$ cat config.mk
export PLATFORM = sky130hd
export DESIGN_NAME = l4_port_filter
export DESIGN_NICKNAME = d
export VERILOG_FILES = /design/src/rtl/l4_port_filter.sv
export SDC_FILE = /design/constraint.sdc
export NUM_CORES = 1
export LEC_CHECK = 0
export ABC_AREA = 1
export BUFFER_PORTS_ARGS = -buffer_cell sky130_fd_sc_hd__buf_2
export CAP_MARGIN = 20
export CORE_MARGIN = 4
export CORE_UTILIZATION = 30
export DETAILED_ROUTE_END_ITERATION = 16
export SYNTH_ARGS = -nofsm -noshare
export SYNTH_HDL_FRONTEND = slang
export SYNTH_SLANG_ARGS = --single-unit
$ cat constraint.sdc
create_clock -name clk -period 1.9 [get_ports clk]
set_input_delay 0.19 -clock clk [delete_from_list [all_inputs] [get_ports clk]]
set_output_delay 0.19 -clock clk [all_outputs]
set_load 0.02 [all_outputs]
$ cat src/rtl/l4_port_filter.sv
// l4_port_filter: matches (protocol, dst port) of each L4 header against a rule table; one pass/drop verdict per packet.
// Latency: verdict_valid 2 cycles after the sampled header edge, 1 cycle after a header-less end-of-packet.
// Backpressure: verdict held stable until verdict_ready; optional counters under L4_FILTER_CNT_EN.
module l4_port_filter #(
  parameter  int NUM_RULES = 8,
  localparam int IW        = $clog2(NUM_RULES + 1)
) (
  input  logic          clk,
  input  logic          rst_n,
  input  logic [7:0]    protocol,
  input  logic          l4_hdr_ready,
  input  logic [15:0]   tcp_dst_port,
  input  logic [15:0]   udp_dst_port,
  input  logic          last_flag_in,
  input  logic          cfg_wr_en,
  input  logic [IW-1:0] cfg_addr,
  input  logic          cfg_valid,
  input  logic [7:0]    cfg_protocol,
  input  logic [15:0]   cfg_dst_port,
  input  logic          cfg_drop,
  input  logic          cfg_default_drop,
  output logic          verdict_valid,
  input  logic          verdict_ready,
  output logic          verdict_drop,
  output logic          verdict_hit,
  output logic [IW-1:0] verdict_rule,
  input  logic          cnt_clr,
  input  logic [IW-1:0] cnt_rd_addr,
  output logic [31:0]   cnt_rd_data
);

  localparam logic [IW-1:0] MISS_IDX = IW'(NUM_RULES);

  typedef struct packed {
    logic        valid;
    logic [7:0]  protocol;
    logic [15:0] dst_port;
    logic        drop;
  } rule_t;

  typedef enum logic [1:0] {IDLE, MATCH, HOLD, WAIT_LAST} state_t;

  state_t        state_q, state_d;
  rule_t         table_q [NUM_RULES];
  logic          hdr_rdy_q;
  logic          last_seen_q, last_seen_d;
  logic [7:0]    cap_proto_q;
  logic [15:0]   cap_port_q;
  logic [15:0]   sel_port;
  logic          hdr_rise;
  logic          capture, load_match, load_miss;
  logic          m_hit, m_drop;
  logic [IW-1:0] m_rule;
  logic          handshake;

  assign hdr_rise      = l4_hdr_ready & ~hdr_rdy_q;
  assign verdict_valid = (state_q == HOLD);
  assign handshake     = verdict_valid & verdict_ready;

  always_comb begin
    sel_port = 16'd0;
    if (protocol == 8'd6)       sel_port = tcp_dst_port;
    else if (protocol == 8'd17) sel_port = udp_dst_port;
  end

  // Descending scan so the lowest matching index is the one left standing.
  always_comb begin
    m_hit  = 1'b0;
    m_drop = cfg_default_drop;
    m_rule = MISS_IDX;
    for (int i = NUM_RULES - 1; i >= 0; i--) begin
      if (table_q[i].valid && (table_q[i].protocol == cap_proto_q) &&
          ((table_q[i].dst_port == cap_port_q) || (table_q[i].dst_port == 16'd0))) begin
        m_hit  = 1'b1;
        m_drop = table_q[i].drop;
        m_rule = IW'(i);
      end
    end
  end

  always_comb begin
    state_d     = state_q;
    last_seen_d = last_seen_q;
    capture     = 1'b0;
    load_match  = 1'b0;
    load_miss   = 1'b0;
    case (state_q)
      IDLE: begin
        last_seen_d = 1'b0;
        if (hdr_rise) begin
          capture     = 1'b1;
          last_seen_d = last_flag_in;
          state_d     = MATCH;
        end else if (last_flag_in) begin
          // Packet ended without an L4 header: verdict is a miss and the last is already consumed.
          load_miss   = 1'b1;
          last_seen_d = 1'b1;
          state_d     = HOLD;
        end
      end
      MATCH: begin
        load_match = 1'b1;
        if (last_flag_in) last_seen_d = 1'b1;
        state_d = HOLD;
      end
      HOLD: begin
        if (last_flag_in) last_seen_d = 1'b1;
        if (verdict_ready) begin
          last_seen_d = 1'b0;
          state_d     = (last_seen_q || last_flag_in) ? IDLE : WAIT_LAST;
        end
      end
      WAIT_LAST: begin
        if (last_flag_in) begin
          last_seen_d = 1'b0;
          state_d     = IDLE;
        end
      end
      default: state_d = IDLE;
    endcase
  end

  always_ff @(posedge clk or negedge rst_n) begin
    if (!rst_n) begin
      state_q      <= IDLE;
      hdr_rdy_q    <= 1'b0;
      last_seen_q  <= 1'b0;
      cap_proto_q  <= 8'd0;
      cap_port_q   <= 16'd0;
      verdict_drop <= 1'b0;
      verdict_hit  <= 1'b0;
      verdict_rule <= '0;
    end else begin
      state_q     <= state_d;
      hdr_rdy_q   <= l4_hdr_ready;
      last_seen_q <= last_seen_d;
      if (capture) begin
        cap_proto_q <= protocol;
        cap_port_q  <= sel_port;
      end
      if (load_match) begin
        verdict_drop <= m_drop;
        verdict_hit  <= m_hit;
        verdict_rule <= m_rule;
      end else if (load_miss) begin
        verdict_drop <= cfg_default_drop;
        verdict_hit  <= 1'b0;
        verdict_rule <= MISS_IDX;
      end
    end
  end

  // Writes land at the clock edge that closes MATCH, so the in-flight lookup sees the old entry.
  always_ff @(posedge clk or negedge rst_n) begin
    if (!rst_n) begin
      for (int i = 0; i < NUM_RULES; i++) table_q[i] <= '0;
    end else begin
      for (int i = 0; i < NUM_RULES; i++) begin
        if (cfg_wr_en && (cfg_addr == IW'(i))) begin
          table_q[i] <= '{valid: cfg_valid, protocol: cfg_protocol,
                          dst_port: cfg_dst_port, drop: cfg_drop};
        end
      end
    end
  end

`ifdef L4_FILTER_CNT_EN
  logic [31:0] cnt_q [NUM_RULES + 1];

  always_ff @(posedge clk or negedge rst_n) begin
    if (!rst_n) begin
      for (int i = 0; i <= NUM_RULES; i++) cnt_q[i] <= 32'd0;
    end else if (cnt_clr) begin
      for (int i = 0; i <= NUM_RULES; i++) cnt_q[i] <= 32'd0;
    end else if (handshake) begin
      for (int i = 0; i <= NUM_RULES; i++) begin
        if ((verdict_rule == IW'(i)) && (cnt_q[i] != 32'hFFFF_FFFF)) cnt_q[i] <= cnt_q[i] + 32'd1;
      end
    end
  end

  always_comb begin
    cnt_rd_data = 32'd0;
    for (int i = 0; i <= NUM_RULES; i++) begin
      if (cnt_rd_addr == IW'(i)) cnt_rd_data = cnt_q[i];
    end
  end
`else
  logic unused_cnt;
  assign unused_cnt  = ^{cnt_clr, cnt_rd_addr, handshake};
  assign cnt_rd_data = 32'd0;
`endif

endmodule

# After elaboration in Yosys (flattened, before gate mapping)
# Cells that the tools add are included.
[totals] out_inout_bits=39 wordCells=167 inputBits=82 ff_bits=242
[op_classes] n_bitwise=2 reduce_logical=45 eq_ne=31 muxes=49
[op_table] operator="16-bit == test" count=8
[op_table] operator="16-bit logical NOT" count=8
[op_table] operator="8-bit == test" count=8
[op_table] operator="4-bit two-way mux" count=10
[op_table] operator="16-bit two-way mux" count=2
[op_table] operator="1-bit two-way mux" count=30
[op_table] operator="1-bit logical AND" count=24
[op_table] operator="4-bit by 3-bit == test with 1-bit output (second input constant)" count=4
[op_table] operator="2-bit two-way mux" count=5
[op_table] operator="1-bit logical OR" count=9
[op_table] operator="4-bit by 2-bit == test with 1-bit output (second input constant)" count=2
[op_table] operator="8-bit by 3-bit == test with 1-bit output (second input constant)" count=1
[op_table] operator="8-bit by 5-bit == test with 1-bit output (second input constant)" count=1
[op_table] operator="2-bit case mux with 4 select lines" count=1
[op_table] operator="2-bit == test (second input constant)" count=2
[op_table] operator="4-bit by 1-bit == test with 1-bit output (second input constant)" count=1
[op_table] operator="4-bit logical NOT" count=1
[op_table] operator="1-bit case mux with 4 select lines" count=1
[op_table] operator="3-bit inequality test (second input constant)" count=1
[op_table] operator="3-bit AND reduction" count=1
[op_table] operator="2-bit by 1-bit == test with 1-bit output (second input constant)" count=1
[op_table] operator="2-bit logical NOT" count=1
[op_table] operator="2-bit by 1-bit inequality test with 1-bit output (second input constant)" count=1
[op_table] operator="2-bit inequality test (second input constant)" count=1
[op_table] operator="3 further kinds" count=3

# Depth between registers and ports, before layout
[depth] depth_word=12 ltp_mapped=19 ltp_nobuf=18

# Worst setup path before layout
# No wires, ideal clock.
[synth_path] kind="reg2reg" from="reg cap_port_q[13]" to="reg verdict_rule[3]" t_arrival_ns=1.601 path_stages_with_launch=14 setup_slack_ns=0.180 period_less_slack_ns=1.720 setup_time_ns=0.119 path_cell_list="dfrtp_1 -> buf_4 -> or2_1 -> a21oi_1 -> nand3_1 -> nor3_1 -> nand2_1 -> nand2_1 -> nand2_1 -> nand2_1 -> nor2_1 -> nand2_1 -> nand2_1 -> o21a_1"
[synth_between] elab_chain_len=12
[synth_lines] element="start, declared" line_no="48" text="logic [15:0] cap_port_q;"
[synth_lines] element="start signal, assigned" line_no="139" text="cap_port_q <= sel_port;"
[synth_lines] element="16-bit == test" line_no="73" text="((table_q[i].dst_port == cap_port_q) || (table_q[i].dst_port == 16'd0))) begin"
[synth_lines] element="1-bit logical OR" line_no="73"
[synth_lines] element="1-bit logical AND" line_no="72" text="if (table_q[i].valid && (table_q[i].protocol == cap_proto_q) &&"
[synth_lines] element="4-bit two-way mux (7 in series)" line_no="72"
[synth_lines] element="4-bit two-way mux *" line_no="72"
[synth_lines] element="4-bit two-way mux *" line_no="141" text="if (load_match) begin"
[synth_lines] element="end signal, assigned" line_no="144" text="verdict_rule <= m_rule;"
[synth_lines] element="end, declared" line_no="26" text="output logic [IW-1:0] verdict_rule,"
# Mark *: on every way between the ends. The rest lies on a longest branch, timed or not.
# A chain may end at the register's enable or synchronous reset.

# Final worst setup path
[layout_path] from="reg cap_proto_q[6]" to="reg verdict_drop"
[layout_between] elab_chain_len=12
[layout_lines] element="start, declared" line_no="47" text="logic [7:0] cap_proto_q;"
[layout_lines] element="start signal, assigned" line_no="138" text="cap_proto_q <= protocol;"
[layout_lines] element="8-bit == test" line_no="72"
[layout_lines] element="1-bit logical AND (2 in series)" line_no="72"
[layout_lines] element="1-bit two-way mux (7 in series)" line_no="72"
[layout_lines] element="1-bit two-way mux *" line_no="72"
[layout_lines] element="1-bit two-way mux *" line_no="141"
[layout_lines] element="end signal, assigned" line_no="142" text="verdict_drop <= m_drop;"
[layout_lines] element="end signal, assigned" line_no="146" text="verdict_drop <= cfg_default_drop;"
[layout_lines] element="end, declared" line_no="24" text="output logic verdict_drop,"
# Marks and branches as above.

==> out/metrics.yaml <==
status: "finished, violations left"
violations: "setup timing"
cts_buffers: 26
maxSlewHeadroom: 0.634
use_met1: 0.245
r2r_start: "cap_proto_q[6]"
worstSkewPairLatency_ps: 540
io_pins: 121
synth_area_um2: 12600
grt_pass1_wl_um: 59200
via_per_inst: 4.79
grt_use_met3: 0.0267
dp.final_hpwl_um: 26900
clockBufferDepth: 3
start_util: 0.306
grt_usage: 0.164
cts-root-buf: "clkbuf_16"
setup_ws_ps: -94.6
synth_cells: 1601
clock-sinks: 242
max_cap_violations: 0
drc: 0
period_minus_slack_ps: 1990
grt_max_degree: 79
tightest_slew_ps: 548
gp_congestion: 0.877
p_leak_nw: 7.61
core.rowCount: 74
layout.area.seq_um2: 6080
final_antenna_net_count: 0
arrival_ps: 2420
setup_viol: 4
synth_top_area_frac: 0.480
stdcell_count: 2322
fin_area_um2: 15800
dr.pass1.iters: 5
n_fill_cell: 4155
coreArea_um2: 41200
rsz0062_at_grt: "yes"
grt_pass1_vias: 10600
ys_top_cells_by_area: "dfrtp_1 (48%), nand2_1 (14%), o21ai_0 (9.6%)"
yosysWarnings: 0
period_share: 1.05
htree_levels: 1
first_iter_violations: 867
wl_per_cell_um: 16.2
cp.required_ps: 2330
min-delay-start: "tcp_dst_port[6]"
yosysMostFrequentCell: "nand2_1"
critPathLaunch: "cap_proto_q[6]"
die_x_um: 213
placed_area_um2: 14000
vias: 11100
yosys.area.top_type: "dfrtp_1"
finalHoldViolCount: 0
area_growth_pct: 25.2
port_buffers: 83
multi_input_area_um2: 5970
synthArstFlopShare: 1.00
vdd_ir_drop_max_v: 0.000666
fmax_mhz: 501
postRouteWirelength_um: 37500
rr_worst_depth: 10
top_usage_layer: "met2"
hold_path_depth: 5
fp.dieH_um: 213
ys.flop_type: "dfrtp_1"
ys_ff_latch: 242
critPathMaxFanout: 6
worst-setup-path-type: "flip-flop to flip-flop"
hp-class: "input port to flip-flop"
finClkSkew_ps: 9.52
antenna_found_initial: 5
dp_cells: 2236
die_area_um2: 45400
seq_area_frac_synth: 0.480
end_kind: "flip-flop"
yosysUniqueCellTypes: 39
synth_enable_flop_cells: 0
layout.nets: 1848
overflow: 0
slew_violations: 0
cts_tree: "done"
start_kind: "flip-flop"
layout-drive-gt1-share: 0.223
p_per_area_nw_per_um2: 1150
use_met2: 0.248
synth.avg_cell_area_um2: 7.88
clk_pin_slew_ps: 60
synthTopCellsByCount: "nand2_1 (461), o21ai_0 (243), dfrtp_1 (242)"
-- stage by stage --
stage	total power [mW]	hold slack, ps	util	setup slack, ps	setup TNS [ps]
floorplan	10.2	-106	-	180	0
global placement	12.0	59.8	0.341	-236	-928
detailed placement	12.2	60.8	0.341	-233	-987
CTS	17.9	1.22	0.374	-66.4	-144
global route	19.3	27.9	0.383	-212	-761
finish	18.1	12.6	0.383	-94.6	-221
-- worst max-delay path: stages, from the launching register on --
cell,delay (ps)
dfrtp_2,470
buf_4,180
xnor2_2,200
nand3_2,130
nor4_4,410
nand2_4,100
buf_4,140
nor2_1,70
nor2_1,40
nand2_1,80
a21oi_2,60
-- flip-flops by register name, indices dropped and copies added, names as in the netlist --
name / flops
hdr_rdy_q: 1
verdict_rule: 4
cap_proto_q: 8
last_seen_q: 1
verdict_hit: 1
table_q: 208
state_q: 2
cap_port_q: 16
verdict_drop: 1
-- layout by cell type, fill, tap and decap left out, types with 9 or more instances in the layout --
cell,Yosys,routed
conb_1,1,32
xnor2_1,65,55
buf_6,4,12
inv_4,0,9
nand2_2,4,22
nand2_1,461,435
nand3_1,28,20
buf_12,0,10
o22ai_1,25,25
xor2_1,20,19
or2_2,22,19
dfrtp_2,0,16
inv_1,134,127
nor2_1,97,81
nor2_2,0,10
a21oi_2,1,11
buf_4,47,92
nand4_1,40,40
dlygate4sd3_1,0,12
xnor2_2,0,9
nor4_1,28,25
inv_2,16,13
or2_1,8,9
clkbuf_16,0,27
o21ai_0,243,242
buf_2,4,82
dfrtp_1,242,226
-- repair_timing --
| action | in CTS | in global routing |
|---|---|---|
| gates resized for setup | 66 | 80 |
| endpoints found under the hold margin | 252 | 0 |
| pin swaps | 15 | 37 |
| buffers inserted | 13 | 9 |
| setup endpoints to repair | 6 | 7 |
| hold buffers | 12 | 0 |
-- cell families (layout without fill, tap and decap cells) --
kind of cell	count (synthesis)	count (layout)	share of synthesized area
simple gates	716	716	0.242
compound gates	304	304	0.126
buf+inv	253	407	0.0921
flops	242	242	0.480
xor+xnor	85	85	0.0590
other cells	1	36	0.000297
-- routing by layer --
metal	vias to the layer above	part of all wire
li1	5463	-
met1	5316	0.49
met2	298	0.43
met3	44	0.064
met4	6	0.017
met5	-	0.0014
-- final cells by class --
| type | instances | area share |
|---|---|---|
| Timing Repair Buffer | 209 | 0.0995 |
| Clock buffer | 36 | 0.0487 |
| Inverter | 150 | 0.0373 |
| Multi-Input combinational cell | 1137 | 0.378 |
| Clock inverter | 12 | 0.00887 |
| Antenna cell | 4 | 0.000634 |
| Sequential cell | 242 | 0.385 |
| Tap cell | 532 | 0.0422 |
-- power breakdown --
group | internal, mW | leakage [nW] | switching (mW) | total, mW
registers | 6.22 | 3.07 | 1.08 | 7.30
clock network | 3.23 | 0.449 | 2.13 | 5.36
logic | 2.52 | 4.09 | 2.96 | 5.48
-- final timing paths --
path | endpoint | slack (ps)
worst max register to register | verdict_drop | -90
max in group asynchronous | table_q[127] | 1120
min in group asynchronous | table_q[135] | 90
worst min-delay path | cap_port_q[6] | 10
worst max-delay path | verdict_drop | -90
worst min register to register | table_q[126] | 490
(Power assumes the default switching activity.)
